File: src/rtl/polar_encoder.sv
// Polar encoder: K serial info bits -> N-bit codeword x = u * F^(kron n), one butterfly stage per clock.
// Optional BPSK symbol output enabled by defining BPSK_MAP_EN.
module polar_encoder #(
  parameter int                      N_LOG       = 3,
  parameter int                      K           = 4,
  parameter logic [(1<<N_LOG)-1:0]   FROZEN_MASK = 8'h17,
  parameter int                      BIT_N       = 8
) (
  input  logic                       clk,
  input  logic                       rst_n,
  input  logic                       in_valid,
  output logic                       in_ready,
  input  logic                       in_bit,
  output logic                       out_valid,
  input  logic                       out_ready,
  output logic [(1<<N_LOG)-1:0]      out_code,
`ifdef BPSK_MAP_EN
  output logic [(1<<N_LOG)*BIT_N-1:0] out_sym,
`endif
  output logic                       busy
);

  localparam int N  = 1 << N_LOG;
  localparam int CW = $clog2(K + 1);
  localparam int SW = $clog2(N_LOG + 1);

  if (K != N - $countones(FROZEN_MASK) || BIT_N < 2) begin : g_bad_param
    $error("polar_encoder: K must equal N - popcount(FROZEN_MASK) and BIT_N must be >= 2");
  end

  typedef enum logic [1:0] {
    ST_LOAD,
    ST_ENCODE,
    ST_OUTPUT
  } state_e;

  state_e          state_q, state_d;
  logic [CW-1:0]   info_cnt_q, info_cnt_d;
  logic [SW-1:0]   stage_cnt_q, stage_cnt_d;
  logic [N-1:0]    x_q, x_d;
  logic [N-1:0]    out_code_q, out_code_d;
  logic            out_valid_q, out_valid_d;
  int              rank;

`ifdef BPSK_MAP_EN
  localparam logic [BIT_N-1:0] SYM_POS = BIT_N'(2 ** (BIT_N - 2));
  localparam logic [BIT_N-1:0] SYM_NEG = BIT_N'(-(2 ** (BIT_N - 2)));
  logic [N*BIT_N-1:0] out_sym_q, out_sym_d;
`endif

  // NOTE: every always_comb output is given its hold value first, so no path leaves it unassigned (no latch).
  always_comb begin
    state_d     = state_q;
    info_cnt_d  = info_cnt_q;
    stage_cnt_d = stage_cnt_q;
    x_d         = x_q;
    out_code_d  = out_code_q;
    out_valid_d = out_valid_q;
    rank        = 0;
`ifdef BPSK_MAP_EN
    out_sym_d   = out_sym_q;
`endif
    unique case (state_q)
      ST_LOAD: begin
        if (in_valid) begin
          // The n-th accepted bit lands on the n-th unfrozen index, ascending.
          for (int i = 0; i < N; i++) begin
            if (!FROZEN_MASK[i]) begin
              if (rank == int'(info_cnt_q)) x_d[i] = in_bit;
              rank++;
            end
          end
          if (int'(info_cnt_q) == K - 1) begin
            info_cnt_d = '0;
            state_d    = ST_ENCODE;
          end else begin
            info_cnt_d = info_cnt_q + CW'(1);
          end
        end
      end
      ST_ENCODE: begin
        for (int s = 0; s < N_LOG; s++) begin
          if (int'(stage_cnt_q) == s) begin
            for (int i = 0; i < N; i++) begin
              // i has bit s clear, so i | 2^s is i + 2^s and stays in range.
              if (((i >> s) & 1) == 0) x_d[i] = x_q[i] ^ x_q[i | (1 << s)];
            end
          end
        end
        if (int'(stage_cnt_q) == N_LOG - 1) begin
          stage_cnt_d = '0;
          out_code_d  = x_d;
          out_valid_d = 1'b1;
          state_d     = ST_OUTPUT;
`ifdef BPSK_MAP_EN
          for (int j = 0; j < N; j++) begin
            out_sym_d[j*BIT_N +: BIT_N] = x_d[j] ? SYM_NEG : SYM_POS;
          end
`endif
        end else begin
          stage_cnt_d = stage_cnt_q + SW'(1);
        end
      end
      ST_OUTPUT: begin
        if (out_ready) begin
          out_valid_d = 1'b0;
          x_d         = '0;
          info_cnt_d  = '0;
          stage_cnt_d = '0;
          state_d     = ST_LOAD;
        end
      end
      default: state_d = ST_LOAD;
    endcase
  end

  // NOTE: state uses non-blocking assignments so every flop samples pre-edge values.
  always_ff @(posedge clk or negedge rst_n) begin
    if (!rst_n) begin
      state_q     <= ST_LOAD;
      info_cnt_q  <= '0;
      stage_cnt_q <= '0;
      x_q         <= '0;
      out_code_q  <= '0;
      out_valid_q <= 1'b0;
    end else begin
      state_q     <= state_d;
      info_cnt_q  <= info_cnt_d;
      stage_cnt_q <= stage_cnt_d;
      x_q         <= x_d;
      out_code_q  <= out_code_d;
      out_valid_q <= out_valid_d;
    end
  end

`ifdef BPSK_MAP_EN
  always_ff @(posedge clk or negedge rst_n) begin
    if (!rst_n) out_sym_q <= '0;
    else        out_sym_q <= out_sym_d;
  end
  assign out_sym = out_sym_q;
`endif

  assign in_ready  = (state_q == ST_LOAD);
  assign busy      = (state_q != ST_LOAD);
  assign out_valid = out_valid_q;
  assign out_code  = out_code_q;

endmodule

File: config.mk
export PLATFORM = sky130hd
export DESIGN_NAME = polar_encoder
export DESIGN_NICKNAME = d
export VERILOG_FILES = /design/src/rtl/polar_encoder.sv
export SDC_FILE = /design/constraint.sdc
export NUM_CORES = 1
export LEC_CHECK = 0
export BUFFER_PORTS_ARGS = -buffer_cell sky130_fd_sc_hd__buf_4
export CORE_ASPECT_RATIO = 2
export CORE_MARGIN = 2
export CORE_UTILIZATION = 35
export CTS_CLUSTER_DIAMETER = 30
export DETAILED_ROUTE_END_ITERATION = 6
export GPL_ROUTABILITY_DRIVEN = 0
export PLACE_DENSITY = 0.51
export SETUP_SLACK_MARGIN = 0.4
export SYNTH_ARGS = -nofsm -noshare
export SYNTH_HDL_FRONTEND = slang
export SYNTH_SLANG_ARGS = --single-unit
File: constraint.sdc
create_clock -name clk -period 1.82 [get_ports clk]
set_clock_uncertainty 0.2 [all_clocks]
set_input_delay 0.091 -clock clk [delete_from_list [all_inputs] [get_ports clk]]
set_output_delay 0.091 -clock clk [all_outputs]
set_load 0.05 [all_outputs]
==> impl_metrics.ini <==
[critical_path]
cp.required_ns = 1.78
crit_arrival_ns = 1.68
critical_path.max_stage_delay_ns = 0.47
criticalPathCategory = reg -> reg
start_kind = register
critPathBufInv = 0
path_delay_family = flip-flops
end_kind = register
cp_max_fo = 4
cp_cell_sequence = ha_4 -> nand2b_4 -> nand2_2 -> a221o_1 -> mux2_4
cpMaxStageDelayCell = dfrtp_2

[drt]
viasPerCell = 4.93
avgRoutedWirePerCell_um = 14.6
via_count = 1218
wl_um = 3610
drcViolationCount = 0
drt-pass1-iter-count = 4
ant_nets = 0
drtIter0Drc = 16

[logic_synthesis]
syn_area_mm2 = 0.00141
ys_seq_area_share_pct = 42.5
synth_warnings = 0
syn-num-nets = 157
synth.area.top_cells = dfrtp_1 (42%), ha_1 (8.0%), nand2_1 (4.5%)
synth_top_area_share_pct = 42.5
synth_cells = 143
synth-seq-cells = 24
ys_types = 32
synth_area_leader_cell = dfrtp_1
syn_avg_cell_area_um2 = 9.89

[clock_network]
htree_levels = 1
clockBufferDepth = 2
cts_tree = yes
clock_tree.root_cell = clkbuf_8
cts_buffers = 3
clkTransAtPathRegs_ns = 0.09
clk_latency_ns = 0.27
cts.sinks = 24

[layout]
layout_commonest_cell = buf_4
diodes = 0
fin_util_pct = 55.3
layout-drive-gt1-share_pct = 49.5
n_fill_cell = 369
layout.cells.non_filler = 247
syn_to_final_growth_pct = 51.9
layout_common_cells = buf_4 (39), dfrtp_1 (21), nand2_1 (13), buf_6 (10)
num-nets-final = 211

[placement]
pre_cts_slack_ns = 0.0323
dp_cells = 215
numPortBuffers = 15
hpwl_um = 2380

[floorplanning]
dieArea_mm2 = 0.00459
die_h_um = 93.9
fp-row-count = 32
initial_utilization_pct = 36.4
io_pins = 16
die_x_um = 48.9
coreArea_mm2 = 0.00388

[min_path]
hold_path.class = in -> async

[timing]
relSlewSlack_pct = 78.1
rsz0062_at_grt = true
finalSetupTns_ns = 0
drv_slew = 0
finalCritPeriodShare_pct = 94.6
worst_pin_slew_ns = 0.329
fmax_mhz = 581
hold_viol_final = 0
worst_slack_ns = 0.0985
setup_viol = 0
min_period_ns = 1.72

[global_route]
grt_max_degree = 25
overflow = 0
antenna_found_initial = 0
grt_pass1_wl_um = 6100
grt_usage_pct = 17.3
grt_pass1_vias = 1275

[run]
cap_violations = 0

[status]
outcome = finished clean
[final timing paths]
kind                        startpoint              to  slack [ns]  cells after the start
setup / recovery            state_q[1]      state_q[1]         0.1                      5
hold / removal                   rst_n     out_code[7]        0.05                      2
setup reg to reg            state_q[1]      state_q[1]         0.1                      5
hold reg to reg            out_code[0]     out_code[0]        0.28                      2
max in group asynchronous        rst_n  stage_cnt_q[0]        1.09                      2
min in group clk             out_ready  stage_cnt_q[0]        0.13                      5
[cells in the mapped netlist]
cell      count
dfrtp_1      24
nand2_1      17
o21ai_0      11
ha_1          9
inv_1         9
nand3_1       8
mux2i_1       6
mux2_1        5
nand2b_1      5
xnor2_1       5
a21oi_1       4
nand3b_1      4
nor2_1        4
nor2b_1       4
a41oi_1       3
buf_2         3
o21ai_1       3
clkbuf_1      2
mux2_2        2
o21a_1        2
xor2_1        2
a221o_1       1
a22o_1        1
a32o_1        1
and3_1        1
and3b_1       1
buf_4         1
nand2b_4      1
nor3b_2       1
o211ai_1      1
o211ai_2      1
or4b_1        1
[flip-flops by register name, indices dropped and copies added (netlist names)]
register and count:
out_code 8, x_q 8, info_cnt_q 3, stage_cnt_q 2
state_q 2, out_valid 1
[per-layer routing]
metal | up-vias | part of all wire [%] | GRT usage [%]
met5 | - | 0 | 0
met4 | 0 | 2.8 | 7.14
met3 | 10 | 1.7 | 1.59
met2 | 18 | 60 | 33.9
met1 | 590 | 36 | 18.3
li1 | 600 | - | -
[layout make-up]
type                    instances  area (um2)  share of cell area, %
multi-input cells             104         915                   42.6
well taps                      51        63.8                   2.97
flip-flops and latches         24         604                   28.1
repair buffers                 55         470                   21.9
clock buffers                   4        55.1                   2.56
inverters                       9        38.8                   1.81
[metrics by stage]
step | area, um2 | hold WS, ns
global placement | 1680 | -0.186
finish | 2150 | 0.0525
global route | 2150 | 0.0993
floorplan | 1460 | -0.405
detailed placement | 1680 | -0.182
CTS | 2010 | 0.0719
[logic make-up after synthesis]
| kind of cell | after synthesis | share of synthesized area (%) |
|---|---|---|
| buf+inv | 15 | 4.51 |
| fa+ha+maj | 9 | 7.96 |
| xor+xnor | 7 | 4.34 |
| simple gates | 47 | 18.1 |
| compound gates | 28 | 12.7 |
| flops | 24 | 42.5 |
| mux | 13 | 9.82 |
[repair_timing]
action / in CTS / in global routing
hold buffers: 3 / 0
setup buffers: 17 / 8
setup endpoints to repair: 26 / 26
endpoints found under the hold margin: 28 / 0
pin swaps: 3 / 6
gates resized for setup: 31 / 28
[worst reg2reg max path: cells and delay by family, from the launching register on]
family	cells	cell delay, ns
AOI/OAI and AO/OA	1	0.29
adders and majority gates	1	0.20
and+or+nand+nor	2	0.14
muxes	1	0.30
DFF	1	0.47
Power is not shown: default switching activity piles up to over one toggle a cycle in this logic, so the estimate is an artifact.
